===== src/rtl/cmd_frame_assembler_pkg.sv =====
// cmd_pkg: shared definitions for the SPI command frame assembler.
//   - opcode values and their one-hot class bit positions
//   - collector FSM state encoding
//   - opcode_class(): opcode -> one-hot class, 3'b000 for unknown opcodes
package cmd_pkg;

  localparam logic [7:0] OP_READ_00  = 8'h00;
  localparam logic [7:0] OP_CAMWR_01 = 8'h01;
  localparam logic [7:0] OP_READ_02  = 8'h02;
  localparam logic [7:0] OP_CAMWR_03 = 8'h03;
  localparam logic [7:0] OP_CAMWR_04 = 8'h04;
  localparam logic [7:0] OP_CAMWR_05 = 8'h05;
  localparam logic [7:0] OP_CAMWR_06 = 8'h06;
  localparam logic [7:0] OP_MEM_07   = 8'h07;
  localparam logic [7:0] OP_MEM_08   = 8'h08;
  localparam logic [7:0] OP_MEM_09   = 8'h09;
  localparam logic [7:0] OP_MEM_0A   = 8'h0A;
  localparam logic [7:0] OP_CAMWR_0B = 8'h0B;

  localparam int CLS_CAMWRITE = 0;
  localparam int CLS_READ     = 1;
  localparam int CLS_MEM      = 2;

  typedef enum logic [1:0] {
    ST_IDLE    = 2'd0,
    ST_COLLECT = 2'd1,
    ST_DRAIN   = 2'd2
  } coll_state_t;

  function automatic logic [2:0] opcode_class(input logic [7:0] op);
    logic [2:0] cls;
    cls = 3'b000;
    case (op)
      OP_CAMWR_01, OP_CAMWR_03, OP_CAMWR_04,
      OP_CAMWR_05, OP_CAMWR_06, OP_CAMWR_0B: cls[CLS_CAMWRITE] = 1'b1;
      OP_READ_00, OP_READ_02:                cls[CLS_READ]     = 1'b1;
      OP_MEM_07, OP_MEM_08,
      OP_MEM_09, OP_MEM_0A:                  cls[CLS_MEM]      = 1'b1;
      default:                               cls = 3'b000;
    endcase
    return cls;
  endfunction

endpackage


===== src/rtl/cmd_frame_assembler_if.sv =====
// Output stream of the command frame assembler: one held frame behind a
// valid/ready handshake.
//   out_valid   master->slave  held frame available
//   out_ready   slave->master  consumer accepts the held frame
//   instruction master->slave  opcode of the held frame
//   data        master->slave  payload, first payload byte in the MSBs
//   cmd_class   master->slave  one-hot class (bit0 camwrite, bit1 read, bit2 mem)
interface cmd_frame_assembler_if #(
  parameter int DATA_BYTES = 8
) ();

  logic                    out_valid;
  logic                    out_ready;
  logic [7:0]              instruction;
  logic [8*DATA_BYTES-1:0] data;
  logic [2:0]              cmd_class;

  modport master (
    output out_valid,
    output instruction,
    output data,
    output cmd_class,
    input  out_ready
  );

  modport slave (
    input  out_valid,
    input  instruction,
    input  data,
    input  cmd_class,
    output out_ready
  );

endinterface


===== src/rtl/cmd_frame_assembler_out_stage.sv =====
// cmd_out_stage: single-entry output register for completed frames.
// Ports:
//   sysClk, rst_n   clock, async active-low reset
//   i_load          one-cycle strobe: shadow holds a complete frame
//   i_instr/i_data  shadow opcode and payload
//   out_if          master side of the output handshake
//   o_err_opcode    pulse: completed frame had an unknown opcode (dropped)
//   o_err_overrun   pulse: completed frame arrived while output full (dropped)
module cmd_out_stage
  import cmd_pkg::*;
#(
  parameter int DATA_BYTES = 8
) (
  input  logic                    sysClk,
  input  logic                    rst_n,
  input  logic                    i_load,
  input  logic [7:0]              i_instr,
  input  logic [8*DATA_BYTES-1:0] i_data,
  cmd_frame_assembler_if.master   out_if,
  output logic                    o_err_opcode,
  output logic                    o_err_overrun
);

  logic [2:0]              w_class;
  logic                    w_known;
  logic                    w_blocked;
  logic                    r_valid;
  logic [7:0]              r_instr;
  logic [8*DATA_BYTES-1:0] r_data;
  logic [2:0]              r_class;
  logic                    r_err_opcode;
  logic                    r_err_overrun;

  assign w_class   = opcode_class(i_instr);
  assign w_known   = |w_class;
  // A consumer taking the held frame in the completion cycle frees the slot.
  assign w_blocked = r_valid && !out_if.out_ready;

  always_ff @(posedge sysClk or negedge rst_n) begin
    if (!rst_n) begin
      r_valid       <= 1'b0;
      r_instr       <= '0;
      r_data        <= '0;
      r_class       <= '0;
      r_err_opcode  <= 1'b0;
      r_err_overrun <= 1'b0;
    end else begin
      // Opcode is judged before occupancy, so an unknown opcode never
      // reports as an overrun.
      r_err_opcode  <= i_load && !w_known;
      r_err_overrun <= i_load && w_known && w_blocked;
      if (i_load && w_known && !w_blocked) begin
        r_valid <= 1'b1;
        r_instr <= i_instr;
        r_data  <= i_data;
        r_class <= w_class;
      end else if (r_valid && out_if.out_ready) begin
        r_valid <= 1'b0;
      end
    end
  end

  assign out_if.out_valid   = r_valid;
  assign out_if.instruction = r_instr;
  assign out_if.data        = r_data;
  assign out_if.cmd_class   = r_class;
  assign o_err_opcode       = r_err_opcode;
  assign o_err_overrun      = r_err_overrun;

endmodule


===== src/rtl/cmd_frame_assembler.sv =====
// cmd_frame_assembler: collects SPI bytes per chip-select frame into a
// shadow (opcode + DATA_BYTES payload), then hands completed frames to the
// output stage. Flags short, long and stalled frames.
// Ports:
//   sysClk, rst_n            clock, async active-low reset
//   cs_active                synchronised chip select, high for a frame
//   byte_in, rx_valid        received byte and its one-cycle strobe
//   out_if                   master side of the frame output handshake
//   err_short/long/timeout   collector error pulses
//   err_opcode/overrun       output-stage error pulses
//
// state      | meaning
// -----------+-----------------------------------------------------------
// ST_IDLE    | wait for a cs rising edge; a byte on that edge is byte 0
// ST_COLLECT | byte 0 -> opcode shadow, bytes 1..DATA_BYTES -> payload
// ST_DRAIN   | frame done or abandoned; discard bytes until cs low
module cmd_frame_assembler
  import cmd_pkg::*;
#(
  parameter int DATA_BYTES  = 8,
  parameter int TIMEOUT_CYC = 1024
) (
  input  logic                  sysClk,
  input  logic                  rst_n,
  input  logic                  cs_active,
  input  logic [7:0]            byte_in,
  input  logic                  rx_valid,
  cmd_frame_assembler_if.master out_if,
  output logic                  err_short,
  output logic                  err_long,
  output logic                  err_timeout,
  output logic                  err_opcode,
  output logic                  err_overrun
);

  localparam int BW = $clog2(DATA_BYTES + 1);
  localparam int IW = $clog2(TIMEOUT_CYC);
  localparam logic [BW-1:0] LAST_BYTE  = BW'(DATA_BYTES);
  // The stall fires on the cycle the idle count would reach TIMEOUT_CYC-1.
  localparam logic [IW-1:0] IDLE_LIMIT = IW'(TIMEOUT_CYC - 2);

  coll_state_t             r_state;
  coll_state_t             w_next;
  logic                    r_cs_q;
  logic [BW-1:0]           r_byte_cnt;
  logic [IW-1:0]           r_idle_cnt;
  logic [7:0]              r_sh_instr;
  logic [8*DATA_BYTES-1:0] r_sh_data;
  logic                    r_frame_done;
  logic                    r_long_seen;
  logic                    r_err_short;
  logic                    r_err_long;
  logic                    r_err_timeout;

  logic                    w_cs_rise;
  logic                    w_last_byte;
  logic                    w_stall;
  logic                    w_capture;
  logic [BW-1:0]           w_byte_idx;
  logic                    w_complete;
  logic                    w_short;
  logic                    w_long;
  logic                    w_timeout;

  assign w_cs_rise   = cs_active && !r_cs_q;
  assign w_last_byte = rx_valid && (r_byte_cnt == LAST_BYTE);
  assign w_stall     = !rx_valid && (r_idle_cnt == IDLE_LIMIT);

  always_ff @(posedge sysClk or negedge rst_n) begin
    if (!rst_n) r_state <= ST_IDLE;
    else        r_state <= w_next;
  end

  always_comb begin
    w_next = r_state;
    case (r_state)
      ST_IDLE:    if (w_cs_rise) w_next = ST_COLLECT;
      ST_COLLECT: begin
        if (!cs_active)                 w_next = ST_IDLE;
        else if (w_last_byte || w_stall) w_next = ST_DRAIN;
      end
      ST_DRAIN:   if (!cs_active) w_next = ST_IDLE;
      default:    w_next = ST_IDLE;
    endcase
  end

  always_comb begin
    w_capture  = 1'b0;
    w_byte_idx = '0;
    w_complete = 1'b0;
    w_short    = 1'b0;
    w_long     = 1'b0;
    w_timeout  = 1'b0;
    case (r_state)
      ST_IDLE: w_capture = w_cs_rise && rx_valid;
      ST_COLLECT: begin
        if (!cs_active) begin
          w_short = (r_byte_cnt != '0);
        end else begin
          w_capture  = rx_valid;
          w_byte_idx = r_byte_cnt;
          w_complete = w_last_byte;
          w_timeout  = w_stall;
        end
      end
      ST_DRAIN: w_long = cs_active && rx_valid && !r_long_seen;
      default: ;
    endcase
  end

  always_ff @(posedge sysClk or negedge rst_n) begin
    if (!rst_n) begin
      // cs counts as already high so a reset inside a frame waits for cs low.
      r_cs_q        <= 1'b1;
      r_byte_cnt    <= '0;
      r_idle_cnt    <= '0;
      r_sh_instr    <= '0;
      r_sh_data     <= '0;
      r_frame_done  <= 1'b0;
      r_long_seen   <= 1'b0;
      r_err_short   <= 1'b0;
      r_err_long    <= 1'b0;
      r_err_timeout <= 1'b0;
    end else begin
      r_cs_q        <= cs_active;
      r_frame_done  <= w_complete;
      r_err_short   <= w_short;
      r_err_long    <= w_long;
      r_err_timeout <= w_timeout;

      if (r_state != ST_COLLECT)  r_byte_cnt <= w_capture ? BW'(1) : '0;
      else if (w_capture)         r_byte_cnt <= r_byte_cnt + 1'b1;

      if (r_state != ST_COLLECT || rx_valid) r_idle_cnt <= '0;
      else                                   r_idle_cnt <= r_idle_cnt + 1'b1;

      if (w_capture) begin
        if (w_byte_idx == '0) r_sh_instr <= byte_in;
        for (int k = 1; k <= DATA_BYTES; k++) begin
          if (w_byte_idx == BW'(k)) r_sh_data[8*(DATA_BYTES-k+1)-1 -: 8] <= byte_in;
        end
      end

      // A stalled frame is treated as already reported, so its trailing
      // bytes do not also raise err_long.
      if (r_state == ST_IDLE)       r_long_seen <= 1'b0;
      else if (w_long || w_timeout) r_long_seen <= 1'b1;
    end
  end

  assign err_short   = r_err_short;
  assign err_long    = r_err_long;
  assign err_timeout = r_err_timeout;

  cmd_out_stage #(
    .DATA_BYTES (DATA_BYTES)
  ) u_out_stage (
    .sysClk        (sysClk),
    .rst_n         (rst_n),
    .i_load        (r_frame_done),
    .i_instr       (r_sh_instr),
    .i_data        (r_sh_data),
    .out_if        (out_if),
    .o_err_opcode  (err_opcode),
    .o_err_overrun (err_overrun)
  );

endmodule

===== src/flat_wrapper.sv =====
// flat-port wrapper written by rule: the top's interface ports become plain ports
module cmd_frame_assembler_flat import cmd_pkg::*;
#(
  parameter int DATA_BYTES  = 8,
  parameter int TIMEOUT_CYC = 1024
)
  (sysClk, rst_n, cs_active, byte_in, rx_valid, err_short, err_long, err_timeout, err_opcode, err_overrun, out_if_out_valid, out_if_instruction, out_if_data, out_if_cmd_class, out_if_out_ready);
  cmd_frame_assembler_if #(.DATA_BYTES(DATA_BYTES)) out_if_i ();
  input  logic sysClk;
  input  logic rst_n;
  input  logic cs_active;
  input  logic [7:0] byte_in;
  input  logic rx_valid;
  output logic err_short;
  output logic err_long;
  output logic err_timeout;
  output logic err_opcode;
  output logic err_overrun;
  output wire logic [$bits(out_if_i.out_valid)-1:0] out_if_out_valid;
  output wire logic [$bits(out_if_i.instruction)-1:0] out_if_instruction;
  output wire logic [$bits(out_if_i.data)-1:0] out_if_data;
  output wire logic [$bits(out_if_i.cmd_class)-1:0] out_if_cmd_class;
  input wire logic [$bits(out_if_i.out_ready)-1:0] out_if_out_ready;
  assign out_if_out_valid = out_if_i.out_valid;
  assign out_if_instruction = out_if_i.instruction;
  assign out_if_data = out_if_i.data;
  assign out_if_cmd_class = out_if_i.cmd_class;
  assign out_if_i.out_ready = out_if_out_ready;
  cmd_frame_assembler #(.DATA_BYTES(DATA_BYTES), .TIMEOUT_CYC(TIMEOUT_CYC)) u_core (.sysClk(sysClk), .rst_n(rst_n), .cs_active(cs_active), .byte_in(byte_in), .rx_valid(rx_valid), .out_if(out_if_i), .err_short(err_short), .err_long(err_long), .err_timeout(err_timeout), .err_opcode(err_opcode), .err_overrun(err_overrun));
endmodule

===== config.mk =====
export PLATFORM = sky130hd
export DESIGN_NAME = cmd_frame_assembler_flat
export DESIGN_NICKNAME = d
export VERILOG_FILES = /design/src/rtl/cmd_frame_assembler_pkg.sv /design/src/rtl/cmd_frame_assembler_if.sv /design/src/rtl/cmd_frame_assembler_out_stage.sv /design/src/rtl/cmd_frame_assembler.sv /design/src/flat_wrapper.sv
export SDC_FILE = /design/constraint.sdc
export NUM_CORES = 1
export LEC_CHECK = 0
export ABC_AREA = 1
export CELL_PAD_IN_SITES_DETAIL_PLACEMENT = 0
export CELL_PAD_IN_SITES_GLOBAL_PLACEMENT = 1
export CORE_MARGIN = 2
export CORE_UTILIZATION = 30
export CTS_BUF_LIST = sky130_fd_sc_hd__clkbuf_8
export DETAILED_ROUTE_END_ITERATION = 7
export GPL_TIMING_DRIVEN = 0
export PLACE_DENSITY_LB_ADDON = 0.1
export SLEW_MARGIN = 20
export SYNTH_ARGS = -nofsm -noshare
export SYNTH_HDL_FRONTEND = slang
export SYNTH_SLANG_ARGS = --single-unit
export TNS_END_PERCENT = 10

===== constraint.sdc =====
create_clock -name sysClk -period 3.7 [get_ports sysClk]
set_clock_uncertainty 0.15 [all_clocks]
set_input_delay 0.555 -clock sysClk [delete_from_list [all_inputs] [get_ports sysClk]]
set_output_delay 0.555 -clock sysClk [all_outputs]
set_load 0.005 [all_outputs]

==> results by group <==
Synth
  • Synth top area share: between 50 and 60%
  • Post-synth EDFFs: 0
  • Synth area leaders: dfrtp_1 60%, nand2_1 20%, nand3_1 6.3%
  • Sequential fraction of the synthesis area: between 60% and 70%
  • Yosys reg bits: approximately 170
  • Most frequent cell after synthesis: nand2_1
  • Post-Syn Nets: 829
  • Mapped Area: approximately 7100 µm²
  • Ys Warns: 0
  • Mean Syn Cell Area: between 8 and 9 µm²
  • Mapped Cells: between 800 and 900
  • Yosys top cell by area: dfrtp_1
  • Cell variety after synth: 30
  • Post-synth ARST share: 100.0%
  • Main flop type after synthesis: dfrtp_1
  • Commonest cells in the netlist: 380 x nand2_1, 171 x dfrtp_1, 90 x nand3_1

Placement
  • Port bufs: 85
  • Dpl hpwl: ~12000 µm
  • Dpl cells: roughly 1200
  • Final GP Congestion: roughly 0.73
  • Setup WS pre-CTS: between 1 and 1.5 ns

Clocking
  • Post-CTS Setup Repair Bufs: 0
  • Clock transition at the registers of the reported paths: approximately 0.090 ns
  • Clk root buf: clkbuf_8
  • CTS tree: yes
  • H-tree depth: 4
  • Clk sinks: approximately 170
  • Worst skew pair latency: between 0.4 and 0.5 ns
  • Longest Clk Path Bufs: 2
  • Inserted Clock Buffers: 17

Setup path
  • CP max stage delay: approximately 0.52 ns
  • RR Startpoint: u_core.r_sh_instr[5]
  • Top Family by Delay on Critical Path: buffers and inverters
  • Worst setup path class: reg -> out
  • Buffers and inverters on the worst path: 1
  • WP data required: between 2 and 3 ns
  • Crit. End Element: output port
  • CP startpoint: u_core.u_out_stage.out_if.data[32]
  • Critical path data arrival time: between 1 and 1.5 ns
  • Max FO, Critical Path: 2
  • Worst path slowest cell: clkdlybuf4s50_1
  • Crit path cell chain: clkdlybuf4s50_1
  • CP Launch Type: flip-flop

Drt
  • Remaining DRCs: 0
  • Overall via count from detail_route: 5480
  • WL per Instance: ~15 µm
  • Vias per inst: 4.380
  • Routed Antenna Nets: 0
  • Drt pass-1 iters: 5
  • Iter 0 DRT Violations: approximately 330
  • DRT Wirelength: 18560 µm

Global routing
  • Initial antenna violation count: 0
  • Total GRT Usage: roughly 16%
  • First-pass GRT wire length: roughly 31000 µm
  • Largest net degree at the start of global routing: 65
  • Number of global-route vias before repair: roughly 5700
  • Global route overflow: 0

Floorplanning
  • Core area: ~23000 µm²
  • FP Rows: 56
  • DIE AREA: roughly 25000 µm²
  • Initial Util: between 30% and 40%
  • Die height: around 160 µm
  • Die W: between 150 and 200 µm
  • IO Count: 94

Power
  • Leakage power: around 4.7 nW
  • Maximum vdd drop: approximately 0.19 mV
  • Pwr dens: around 420 nW/µm²

Layout
  • Seq. cell area: 4305 µm²
  • Final core occ: between 30% and 40%
  • Ant diodes: 0
  • Multi-input gate area in the final layout: 2525 µm²
  • Layout net count: ~940
  • Fillers: around 2500
  • Share of cells above drive strength 1: a little under a tenth
  • Final std cells w/o fill: approximately 1300
  • Area delta synth->final: 24.42%

Timing
  • Max_slew headroom: between 40% and 50%
  • Worst hold slack: 0.2872 ns
  • Final Hold Fails: 0
  • Post-Route Setup TNS: 0 ns
  • Actual slew at the worst max-slew pin: slightly below 0.9 ns
  • Final min period: approximately 2.1 ns
  • Max Slew Vio Count: 0
  • Setup violators final: 0
  • Final period utilization: between 50% and 60%
  • Setup ws final: around 1.6 ns
  • RSZ-0062 raised after global routing: no
  • Highest clock rate: between 400 and 500 MHz

Worst hold path
  • Hold Crit Class: reg -> reg
  • Hold path startpoint: u_core.r_long_seen

Outcome
  • Outcome: finished clean

Job
  • Max-Cap Viols: 0
sequential cells by signal, indices dropped and copies added (netlist names):
register,cells
u_core.r_sh_data,64
u_core.u_out_stage.out_if.data,64
u_core.r_idle_cnt,10
u_core.r_sh_instr,8
u_core.u_out_stage.out_if.instruction,8
u_core.r_byte_cnt,4
u_core.u_out_stage.out_if.cmd_class,3
u_core.r_state,2
u_core.err_long,1
u_core.err_short,1
u_core.err_timeout,1
u_core.r_cs_q,1
u_core.r_frame_done,1
u_core.r_long_seen,1
u_core.u_out_stage.o_err_opcode,1
u_core.u_out_stage.o_err_overrun,1
u_core.u_out_stage.out_if.out_valid,1
routing by layer:
layer	vias up	global-route usage [%]	routed length, µm
li1	2752	-	-
met1	2628	22.47	9142
met2	96	25.49	8541
met3	4	3.531	788
met4	0	3.346	89
met5	-	0	0
timing repair:
item,4_1_cts,5_1_grt
gates resized for setup,0,0
hold endpoints to repair,63,0
endpoints found under the setup margin,0,0
hold buffers,1,0
placed cells by master (no fill, tap or decap), types with 2 or more instances in the layout:
| cell | n |
|---|---|
| nor2_4 | 7 |
| ha_1 | 4 |
| a21oi_1 | 4 |
| xor2_1 | 3 |
| o211ai_1 | 2 |
| nand3_1 | 90 |
| clkbuf_8 | 20 |
| o21ai_0 | 14 |
| inv_6 | 2 |
| nand2_4 | 9 |
| nand4_1 | 4 |
| buf_2 | 17 |
| dfrtp_1 | 171 |
| bufinv_16 | 3 |
| buf_4 | 3 |
| nand2_2 | 4 |
| inv_2 | 3 |
| inv_1 | 38 |
| clkdlybuf4s50_1 | 84 |
| nand2_1 | 380 |
| buf_8 | 2 |
| clkbuf_1 | 3 |
| clkinvlp_4 | 2 |
| buf_1 | 8 |
| nor2_2 | 4 |
| nor2_1 | 38 |
| buf_16 | 2 |
path summary, 6_finish.rpt:
kind                                                                 end  slack [ns]  cells past startpoint
max in group asynchronous             u_core.u_out_stage.out_if.data[56]        1.96                      4
worst max-delay path                                     out_if_data[32]        1.60                      1
worst max register to register        u_core.u_out_stage.out_if.data[58]        1.79                      8
worst min register to register                           u_core.err_long        0.29                      1
worst min-delay path                                     u_core.err_long        0.29                      1
min in group asynchronous       u_core.u_out_stage.out_if.instruction[7]        0.46                      2
cell type report:
class,count,share of cell area (%)
Sequential cell,172,48.51
Multi-Input combinational cell,571,28.45
Timing Repair Buffer,88,10.38
Tap cell,319,4.497
Clock buffer,20,3.102
Buffer,32,1.847
Clock inverter,12,1.650
Inverter,37,1.565
cell families after synthesis:
| family | after synthesis | share of synthesized area [%] |
|---|---|---|
| fa+ha+maj | 4 | 0.7017 |
| xor+xnor | 3 | 0.3684 |
| buf+inv | 69 | 4.245 |
| simple gates | 539 | 32.19 |
| compound gates | 25 | 2.140 |
| flops | 172 | 60.36 |
through the flow:
stage          area (µm²)  power (mW)
5_1_grt              8875       3.929
6_report             8875       3.725
2_1_floorplan        7133       2.209
3_3_place_gp         8383       2.345
3_5_place_dp         8443       2.353
4_1_cts              8875       3.790
where the power goes:
group,total [mW],internal [mW],switching (mW)
clock,1.42,0.719,0.698
combinational,0.317,0.0893,0.228
sequential,1.99,1.94,0.0540
No activity file was read; power rests on OpenSTA's default activity.
